<file path="src/rtl/i2c_pkg.sv">
// Shared definitions for the I2C register target: FSM state encoding and R/W bit values.
package i2c_pkg;

  typedef enum logic [2:0] {
    IDLE,
    ADDR,
    ACK,
    PTR,
    WDATA,
    RDATA,
    MACK,
    IGNORE
  } i2c_state_e;

  localparam logic I2C_RD = 1'b1;
  localparam logic I2C_WR = 1'b0;

endpackage

</file>
<file path="src/rtl/i2c_input_filter.sv">
// Two-flop synchroniser followed by a stability filter; emits the accepted level plus
// single-cycle rise/fall strobes that coincide with the level update.
module i2c_input_filter #(
  parameter int FILT_LEN = 4
) (
  input  logic clk_clk,
  input  logic reset_reset_n,
  input  logic in_raw,
  output logic lvl,
  output logic rise,
  output logic fall
);

  localparam int CW = (FILT_LEN > 1) ? $clog2(FILT_LEN) : 1;

  logic          sync1_q, sync2_q;
  logic          lvl_q, lvl_d;
  logic          rise_q, rise_d;
  logic          fall_q, fall_d;
  logic [CW-1:0] cnt_q, cnt_d;

  // cnt_q counts consecutive samples that disagree with the accepted level
  always_comb begin
    lvl_d  = lvl_q;
    cnt_d  = '0;
    rise_d = 1'b0;
    fall_d = 1'b0;
    if (sync2_q != lvl_q) begin
      if (cnt_q == CW'(FILT_LEN - 1)) begin
        lvl_d  = sync2_q;
        rise_d = sync2_q;
        fall_d = ~sync2_q;
      end else begin
        cnt_d = cnt_q + CW'(1);
      end
    end
  end

  // Idle bus level is high, so reset to 1 to avoid a spurious edge after reset
  always_ff @(posedge clk_clk or negedge reset_reset_n) begin
    if (!reset_reset_n) begin
      sync1_q <= 1'b1;
      sync2_q <= 1'b1;
      lvl_q   <= 1'b1;
      cnt_q   <= '0;
      rise_q  <= 1'b0;
      fall_q  <= 1'b0;
    end else begin
      sync1_q <= in_raw;
      sync2_q <= sync1_q;
      lvl_q   <= lvl_d;
      cnt_q   <= cnt_d;
      rise_q  <= rise_d;
      fall_q  <= fall_d;
    end
  end

  assign lvl  = lvl_q;
  assign rise = rise_q;
  assign fall = fall_q;

endmodule

</file>
<file path="src/rtl/i2c_target_regs.sv">
// I2C target exposing NREG 8-bit registers through a pointer-byte protocol.
// SDA is only ever pulled low; SCL is never stretched.
module i2c_target_regs
  import i2c_pkg::*;
#(
  parameter logic [6:0] ADDR7    = 7'h42,
  parameter int         NREG     = 8,
  parameter int         FILT_LEN = 4,
  localparam int        PW       = (NREG > 1) ? $clog2(NREG) : 1
) (
  input  logic              clk_clk,
  input  logic              reset_reset_n,
  input  logic              scl_in,
  input  logic              sda_in,
  output logic              scl_oe,
  output logic              sda_oe,
  output logic [8*NREG-1:0] regs_out,
  output logic              wr_pulse,
  output logic [PW-1:0]     wr_addr,
  output logic [7:0]        wr_data,
  output logic              busy
);

  logic scl_lvl, scl_rise, scl_fall;
  logic sda_lvl, sda_rise, sda_fall;

  i2c_input_filter #(.FILT_LEN(FILT_LEN)) u_scl_filt (
    .clk_clk      (clk_clk),
    .reset_reset_n(reset_reset_n),
    .in_raw       (scl_in),
    .lvl          (scl_lvl),
    .rise         (scl_rise),
    .fall         (scl_fall)
  );

  i2c_input_filter #(.FILT_LEN(FILT_LEN)) u_sda_filt (
    .clk_clk      (clk_clk),
    .reset_reset_n(reset_reset_n),
    .in_raw       (sda_in),
    .lvl          (sda_lvl),
    .rise         (sda_rise),
    .fall         (sda_fall)
  );

  i2c_state_e    state_q, state_d;
  logic [3:0]    bitcnt_q, bitcnt_d;
  logic [7:0]    shreg_q, shreg_d;
  logic          rw_q, rw_d;
  logic          ptr_seen_q, ptr_seen_d;
  logic [PW-1:0] ptr_q, ptr_d;
  logic          sda_oe_q, sda_oe_d;
  logic          busy_q, busy_d;
  logic          wr_pulse_q, wr_pulse_d;
  logic [PW-1:0] wr_addr_q, wr_addr_d;
  logic [7:0]    wr_data_q, wr_data_d;
  logic [7:0]    regs_q [NREG];
  logic [7:0]    regs_d [NREG];

  logic [7:0] rx_byte, rd_byte;
  logic       start_det, stop_det;

  assign rx_byte   = {shreg_q[6:0], sda_lvl};
  assign rd_byte   = regs_q[ptr_q];
  assign start_det = sda_fall & scl_lvl;
  assign stop_det  = sda_rise & scl_lvl;

  always_comb begin
    state_d    = state_q;
    bitcnt_d   = bitcnt_q;
    shreg_d    = shreg_q;
    rw_d       = rw_q;
    ptr_seen_d = ptr_seen_q;
    ptr_d      = ptr_q;
    sda_oe_d   = sda_oe_q;
    busy_d     = busy_q;
    wr_pulse_d = 1'b0;
    wr_addr_d  = wr_addr_q;
    wr_data_d  = wr_data_q;
    regs_d     = regs_q;
    // Register file commits one cycle after the strobe is visible
    if (wr_pulse_q) regs_d[wr_addr_q] = wr_data_q;

    case (state_q)
      ADDR, PTR, WDATA: begin
        if (scl_rise) begin
          shreg_d  = rx_byte;
          bitcnt_d = bitcnt_q + 4'd1;
          if (bitcnt_q == 4'd7 && state_q == PTR) begin
            ptr_d      = rx_byte[PW-1:0];
            ptr_seen_d = 1'b1;
          end
          if (bitcnt_q == 4'd7 && state_q == WDATA) begin
            wr_pulse_d = 1'b1;
            wr_addr_d  = ptr_q;
            wr_data_d  = rx_byte;
            ptr_d      = ptr_q + PW'(1);
          end
        end else if (scl_fall && bitcnt_q == 4'd8) begin
          if (state_q != ADDR) begin
            state_d  = ACK;
            sda_oe_d = 1'b1;
          end else if (shreg_q[7:1] == ADDR7) begin
            state_d  = ACK;
            sda_oe_d = 1'b1;
            busy_d   = 1'b1;
            rw_d     = shreg_q[0];
          end else begin
            state_d = IGNORE;
          end
        end
      end
      ACK: begin
        if (scl_fall) begin
          bitcnt_d = '0;
          sda_oe_d = 1'b0;
          if (rw_q == I2C_RD) begin
            state_d  = RDATA;
            shreg_d  = rd_byte;
            sda_oe_d = ~rd_byte[7];
          end else if (ptr_seen_q) begin
            state_d = WDATA;
          end else begin
            state_d = PTR;
          end
        end
      end
      RDATA: begin
        if (scl_rise) begin
          bitcnt_d = bitcnt_q + 4'd1;
        end else if (scl_fall) begin
          if (bitcnt_q == 4'd8) begin
            sda_oe_d = 1'b0;
            bitcnt_d = '0;
            state_d  = MACK;
          end else begin
            shreg_d  = {shreg_q[6:0], 1'b0};
            sda_oe_d = ~shreg_q[6];
          end
        end
      end
      MACK: begin
        // bitcnt 9 marks "master acknowledged; reload on the coming falling edge"
        if (scl_rise) begin
          if (sda_lvl) begin
            state_d = IGNORE;
          end else begin
            ptr_d    = ptr_q + PW'(1);
            bitcnt_d = 4'd9;
          end
        end else if (scl_fall && bitcnt_q == 4'd9) begin
          state_d  = RDATA;
          bitcnt_d = '0;
          shreg_d  = rd_byte;
          sda_oe_d = ~rd_byte[7];
        end
      end
      default: ;
    endcase

    if (start_det) begin
      state_d    = ADDR;
      bitcnt_d   = '0;
      sda_oe_d   = 1'b0;
      ptr_seen_d = 1'b0;
    end
    if (stop_det) begin
      state_d  = IDLE;
      sda_oe_d = 1'b0;
      busy_d   = 1'b0;
    end
  end

  always_ff @(posedge clk_clk or negedge reset_reset_n) begin
    if (!reset_reset_n) begin
      state_q    <= IDLE;
      bitcnt_q   <= '0;
      shreg_q    <= '0;
      rw_q       <= I2C_WR;
      ptr_seen_q <= 1'b0;
      ptr_q      <= '0;
      sda_oe_q   <= 1'b0;
      busy_q     <= 1'b0;
      wr_pulse_q <= 1'b0;
      wr_addr_q  <= '0;
      wr_data_q  <= '0;
      for (int k = 0; k < NREG; k++) regs_q[k] <= '0;
    end else begin
      state_q    <= state_d;
      bitcnt_q   <= bitcnt_d;
      shreg_q    <= shreg_d;
      rw_q       <= rw_d;
      ptr_seen_q <= ptr_seen_d;
      ptr_q      <= ptr_d;
      sda_oe_q   <= sda_oe_d;
      busy_q     <= busy_d;
      wr_pulse_q <= wr_pulse_d;
      wr_addr_q  <= wr_addr_d;
      wr_data_q  <= wr_data_d;
      regs_q     <= regs_d;
    end
  end

  for (genvar k = 0; k < NREG; k++) begin : g_regs_out
    assign regs_out[8*k +: 8] = regs_q[k];
  end

  assign scl_oe   = 1'b0;
  assign sda_oe   = sda_oe_q;
  assign busy     = busy_q;
  assign wr_pulse = wr_pulse_q;
  assign wr_addr  = wr_addr_q;
  assign wr_data  = wr_data_q;

endmodule
</file>
<file path="config.mk">
export PLATFORM = sky130hd
export DESIGN_NAME = i2c_target_regs
export DESIGN_NICKNAME = d
export VERILOG_FILES = /design/src/rtl/i2c_pkg.sv /design/src/rtl/i2c_input_filter.sv /design/src/rtl/i2c_target_regs.sv
export SDC_FILE = /design/constraint.sdc
export NUM_CORES = 1
export LEC_CHECK = 0
export ABC_CLOCK_PERIOD_IN_PS = 2200
export BUFFER_PORTS_ARGS = -buffer_cell sky130_fd_sc_hd__buf_2
export CORE_AREA = 4 4 103 105
export CTS_CLUSTER_SIZE = 28
export DETAILED_ROUTE_END_ITERATION = 16
export DIE_AREA = 0 0 107 109
export HOLD_SLACK_MARGIN = 0.02
export PLACE_DENSITY_LB_ADDON = 0.12
export SYNTH_ARGS = -nofsm -noshare
export SYNTH_HDL_FRONTEND = slang
export SYNTH_SLANG_ARGS = --single-unit
</file>
<file path="constraint.sdc">
create_clock -name clk_clk -period 2.2 [get_ports clk_clk]
set_input_delay 0.44 -clock clk_clk [delete_from_list [all_inputs] [get_ports clk_clk]]
set_output_delay 0.44 -clock clk_clk [all_outputs]
set_load 0.005 [all_outputs]
</file>
## Yosys cells after proc, flatten, opt, wreduce, memory -nomap -nowiden

Index checks and enable logic that the tools add are counted.

- Bits in registers: 112
- Logic and storage cells: 205

- Add/subtract/negate cells: 4
- $lt $le $gt $ge: 3
- Equality and inequality tests: 45
- Mux-type cells: 85
- Bitwise logic cells: 10
- Reductions and logical operators: 27

Operator list:

| cell | count |
|---|---|
| 8-bit 2-to-1 mux | 11 |
| 64-bit bitwise mux | 1 |
| 3-bit 2-to-1 mux | 20 |
| 4-bit 2-to-1 mux | 9 |
| 1-bit 2-to-1 mux | 33 |
| 8-bit case mux with 4 select lines | 1 |
| 4-bit inequality test, second input constant | 7 |
| 9-bit AND reduction | 3 |
| 8-bit binary-select mux with 3-bit select | 1 |
| 8-bit demux with 3-bit select | 1 |
| 2-bit inequality test, second input constant | 8 |
| 4-bit by 3-bit inequality test with 1-bit output, second input constant | 4 |
| 4-bit case mux with 4 select lines | 1 |
| 5-bit AND reduction | 3 |
| 2-bit nonzero test | 7 |
| 3-bit case mux with 4 select lines | 1 |
| 5-bit by 4-bit inequality test with 1-bit output, second input constant | 2 |
| 3-bit == test, second input constant | 3 |
| 4-bit == test, second input constant | 2 |
| 4-bit greater-or-equal comparator, second input constant | 2 |
| 2-bit 2-to-1 mux | 4 |
| 2-bit by 1-bit inequality test with 1-bit output, second input constant | 4 |
| 3-bit NOT with 4-bit output | 2 |
| 7-bit == test, second input constant | 1 |
| 26 further kinds | 43 |

## Depth between registers and ports, before layout

- Word-level depth: 10
- Mapped depth: 9
- Depth with buffers taken out: 7

## Cells and area by module

A second synthesis with hierarchy kept.

- Cell total of the unflattened synthesis: 403
- Area total of the unflattened synthesis: 5,422.7 um^2

Modules (own cells, without submodules):

| module | instances | cells each | area each (um^2) | sequential area each (um^2) |
|---|---|---|---|---|
| i2c_target_regs | 1 | 375 | 4,927.2 | 2,452.4 |
| i2c_input_filter | 2 | 14 | 247.7 | 178.9 |

## Worst setup path after synthesis

Ideal clock, no wire load.

- Kind: register to register
- From: reg bitcnt_q[0]
- To: reg shreg_q[0]
- Setup time: 125 ps
- Data arrival time: 1,620 ps
- Data required time: 2,075 ps
- Slack: 455 ps
- Stages on the path, launching flop included: 8
- Path buffers: 1
- Period minus slack after synthesis: 1,745 ps
- Cell sequence: dfrtp_1 > inv_1 > ha_1 > and3b_1 > buf_6 > o41ai_4 > nand4_2 > mux2_2

- Cells in the longest elaborated chain, start to end: 4
- Elaborated cells between the ends (all ways): 6

RTL lines:

| what | line | text |
|---|---|---|
| start, declared | i2c_target_regs.sv:46 | `logic [3:0] bitcnt_q, bitcnt_d;` |
| start signal, assigned | i2c_target_regs.sv:189 | `bitcnt_q <= bitcnt_d;` |
| 4-bit == test | i2c_target_regs.sv:150 | `end else if (scl_fall && bitcnt_q == 4'd9) begin` |
| 1-bit logical AND | i2c_target_regs.sv:150 |  |
| 2-bit inequality test (no source line) | -- |  |
| 9-bit AND reduction (no source line) * | -- |  |
| end signal, assigned | i2c_target_regs.sv:190 | `shreg_q <= shreg_d;` |
| end, declared | i2c_target_regs.sv:47 | `logic [7:0] shreg_q, shreg_d;` |

Mark *: on every way between the ends. The rest lies on a longest branch, timed or not.
A chain may end at the register's enable or synchronous reset.

## Worst setup path after layout

- From: reg bitcnt_q[1]
- To: reg state_q[2]

- Cells in the longest elaborated chain, start to end: 4
- Elaborated cells between the ends (all ways): 8

RTL lines:

| what | line | text |
|---|---|---|
| 4-bit == test, on equally long branches | i2c_target_regs.sv:150, i2c_target_regs.sv:98, i2c_target_regs.sv:131 |  |
| 1-bit logical AND, on equally long branches | i2c_target_regs.sv:150, i2c_target_regs.sv:98 |  |
| 5-bit by 4-bit inequality test with 1-bit output (no source line) / 4-bit inequality test (equally long branches) | -- |  |
| 9-bit AND reduction (no source line) * | -- |  |
| end signal, assigned | i2c_target_regs.sv:188 | `state_q <= state_d;` |
| end, declared | i2c_target_regs.sv:45 | `i2c_state_e state_q, state_d;` |

Marks and branches as above.

==> flow_summary_export.csv <==
group,metric,value,unit
synth,seq_area_frac_synth,51.6,%
synth,yosys.area_share.xor_xnor,0.483,%
power_and_ir_drop,leakagePower,3.08,nW
timing,setup_tns,0,ns
place,place.detailed.hpwl,9330,um
timing,tightestPinTransition,0.548,ns
place,place.gp.congestion,0.914,
global_routing,grt_max_degree,41,
hold_path,worstHoldPathType,"in2async",
detailed_routing,drtIter0Drc,222,
setup_path,worstSetupStartpoint,"bitcnt_q[1]$_DFFE_PN0P_",
setup_path,r2r_start,"bitcnt_q[1]$_DFFE_PN0P_",
clocking,cts_setup_buffers,0,
clocking,clk_latency,0.38,ns
setup_path,worst_setup_path_end_kind,"flop",
setup_path,r2r_setup_slack,0.21,ns
detailed_routing,first_pass_iters,5,
timing,slew_violations,0,
synth,syn_area,5450,um^2
synth,ys_seq_elements,112,
synth,postSynthCellCount,419,
timing,final.setup_skew,0.00956,ns
synth,syn_area_per_cell,13.0,um^2
global_routing,first_global_vias,3855,
timing,slew_headroom,63.5,%
layout,diodes,0,
die,core_area,9640,um^2
outcome,outcome,"finished, final reports clean",
die,die_area,11700,um^2
timing,period_needed,1.99,ns
clocking,cts_tree,"yes",
clocking,root_buffer,"clkbuf_8",
synth,synthAdderAreaFrac,1.38,%
clocking,ctsHoldBuffers,0,
global_routing,grt_overflow,0,
synth,yosysUniqueCellTypes,63,
timing,timing.fmax,503,MHz
global_routing,gr-usage-all-layers,24.4,%
synth,yosys.area_share.simple,9.60,%
synth,synth_top_family_by_area,"multiplexers",
synth,async_flop_share,100,%
detailed_routing,viasPerCell,5.86,
power_and_ir_drop,ir_drop,0.391,mV
synth,syn_nets,429,
die,start_util,56.5,%
die,ios,83,
layout,area_growth,14.9,%
die,dieWidth,107,um
timing,setup_violations,0,
clocking,numCtsBuffers,9,
place,dp_cells,631,
synth,synthMuxAreaShare,24.5,%
clocking,clock_sinks,112,
run,maxCapViolations,0,
clocking,htree_levels,3,
synth,synth-main-ff-cell,"dfrtp_1",
die,die_h,109,um
clocking,clk_pin_slew,0.10,ns
power_and_ir_drop,p_per_area,646,nW/um^2
detailed_routing,drc,0,
detailed_routing,vias,3792,
synth,synth-edff-count,0,
setup_path,crit_arrival,2.31,ns
detailed_routing,routed_wirelength,13100,um
synth,synth_compound_area_share,8.98,%
setup_path,crit_type,"reg2reg",
setup_path,required,2.52,ns
place,port_buffers,81,
synth,ys_warn_count,0,
layout,final_common_cell,"dfrtp_1",
global_routing,antenna_found_initial,0,
detailed_routing,ant_nets,0,
layout,final_cell_mix,"106 x dfrtp_1, 80 x buf_2, 77 x mux2_2",
die,num_rows,36,
clocking,cts_resized,0,
timing,finalHoldViolCount,0,
layout,layout.cells.non_filler,647,
setup_path,critPathMaxFanout,4,
clocking,cts_buffer_depth,2,
timing,rsz0062_at_grt,"no",
global_routing,grt_first_pass_wirelength,21400,um
detailed_routing,avgRoutedWirePerCell,20.3,um
timing,finalCritPeriodShare,90.4,%
setup_path,start_kind,"flop",
layout,layout-drive-gt1-share,45.5,%
layout,nNetsFinal,519,
[final timing paths]
check                      cells after the start                           end
setup reg to reg                               7        state_q[2]$_DFFE_PN0P_
hold reg to reg                                0  u_sda_filt.sync2_q$_DFF_PN1_
hold / removal                                 1      regs_out[29]$_DFFE_PN0P_
setup / recovery                               7        state_q[2]$_DFFE_PN0P_
min in group clk_clk                           1  u_sda_filt.sync1_q$_DFF_PN1_
max in group asynchronous                      2  u_scl_filt.sync1_q$_DFF_PN1_
[layout make-up]
cell class	instances	area, um^2
clock buffer	11	141
clock inverter	5	56.3
fill	787	3380
inverter	9	33.8
multi-input combinational	274	2450
sequential	112	2810
tap	133	166
timing repair buffer	103	598
[logic make-up (layout without fill, tap and decap cells)]
family	count (synthesis)	in the layout
compound gates	68	68
xor+xnor	3	3
fa+ha+maj	6	6
buf+inv	33	128
flops	112	112
mux	105	105
other cells	1	1
simple gates	91	91
[power breakdown]
part / internal, mW / leakage, nW / switching [mW] / total (mW)
Sequential: 2.17 / 1.53 / 0.160 / 2.33
Clock: 0.559 / 0.0997 / 0.699 / 1.26
Combinational: 0.196 / 1.44 / 0.260 / 0.456
Total: 2.93 / 3.08 / 1.12 / 4.05
[cell usage after synthesis (all sizes together), types with 2 or more instances]
library cell	number	share of area, %
o22ai	2	0.23
nand4b	6	0.97
a221oi	2	0.32
nand2	29	2.0
nor3b	4	0.74
o21a	2	0.28
dfstp	6	2.9
nand4	3	0.46
o211ai	3	0.41
inv	9	0.62
o31ai	2	0.28
a211oi	3	0.51
o21ai	27	2.8
mux2i	13	2.4
nor2b	3	0.34
xnor2	2	0.32
a21oi	10	0.92
o22a	2	0.34
a22oi	2	0.28
clkbuf	6	0.41
ha	6	1.4
and3b	3	0.51
nand2b	3	0.48
o41ai	2	0.67
a31oi	3	0.62
and2	2	0.23
buf	18	2.3
dfrtp	106	49
nor2	13	0.90
and2b	2	0.28
mux2	77	16
nand3	8	0.74
nor3	8	0.92
a32oi	2	0.32
mux4	15	6.2
[critical path, cell delays in order (launching register included)]
cell and delay (ns):
dfrtp_1 0.42, inv_1 0.09, ha_1 0.15, nand4b_1 0.17, o211ai_1 0.40, o22ai_1 0.17
nor4_1 0.38, a31o_2 0.16
[flip-flops by register name (all words and copies together), names as in the netlist, 2 cells and up]
| signal | count |
|---|---|
| bitcnt_q | 4 |
| ptr_q | 3 |
| regs_out | 64 |
| shreg_q | 8 |
| state_q | 3 |
| u_scl_filt.cnt_q | 2 |
| u_sda_filt.cnt_q | 2 |
| wr_addr | 3 |
| wr_data | 8 |
[metal layers]
metal	vias up	share of wire [%]	global-route usage, %
li1	1725	-	-
met1	1934	45	33.7
met2	118	49	39.7
met3	15	5.5	5.09
met4	0	1.1	6.30
met5	-	0	0
[metrics by stage]
step / worst slack (ns) / total power, mW / util [%] / cell area [um^2] / hold WS, ns
after floorplan: 0.455 / 2.67 / - / 5450 / 0.144
after global placement: 0.272 / 2.80 / 62.9 / 6060 / 0.346
after detailed placement: 0.265 / 2.82 / 62.9 / 6060 / 0.348
after CTS: 0.232 / 4.08 / 64.9 / 6260 / 0.0384
after global routing: 0.0269 / 4.26 / 64.9 / 6260 / 0.0454
final: 0.210 / 4.05 / 64.9 / 6260 / 0.0305
(Power assumes the default switching activity.)
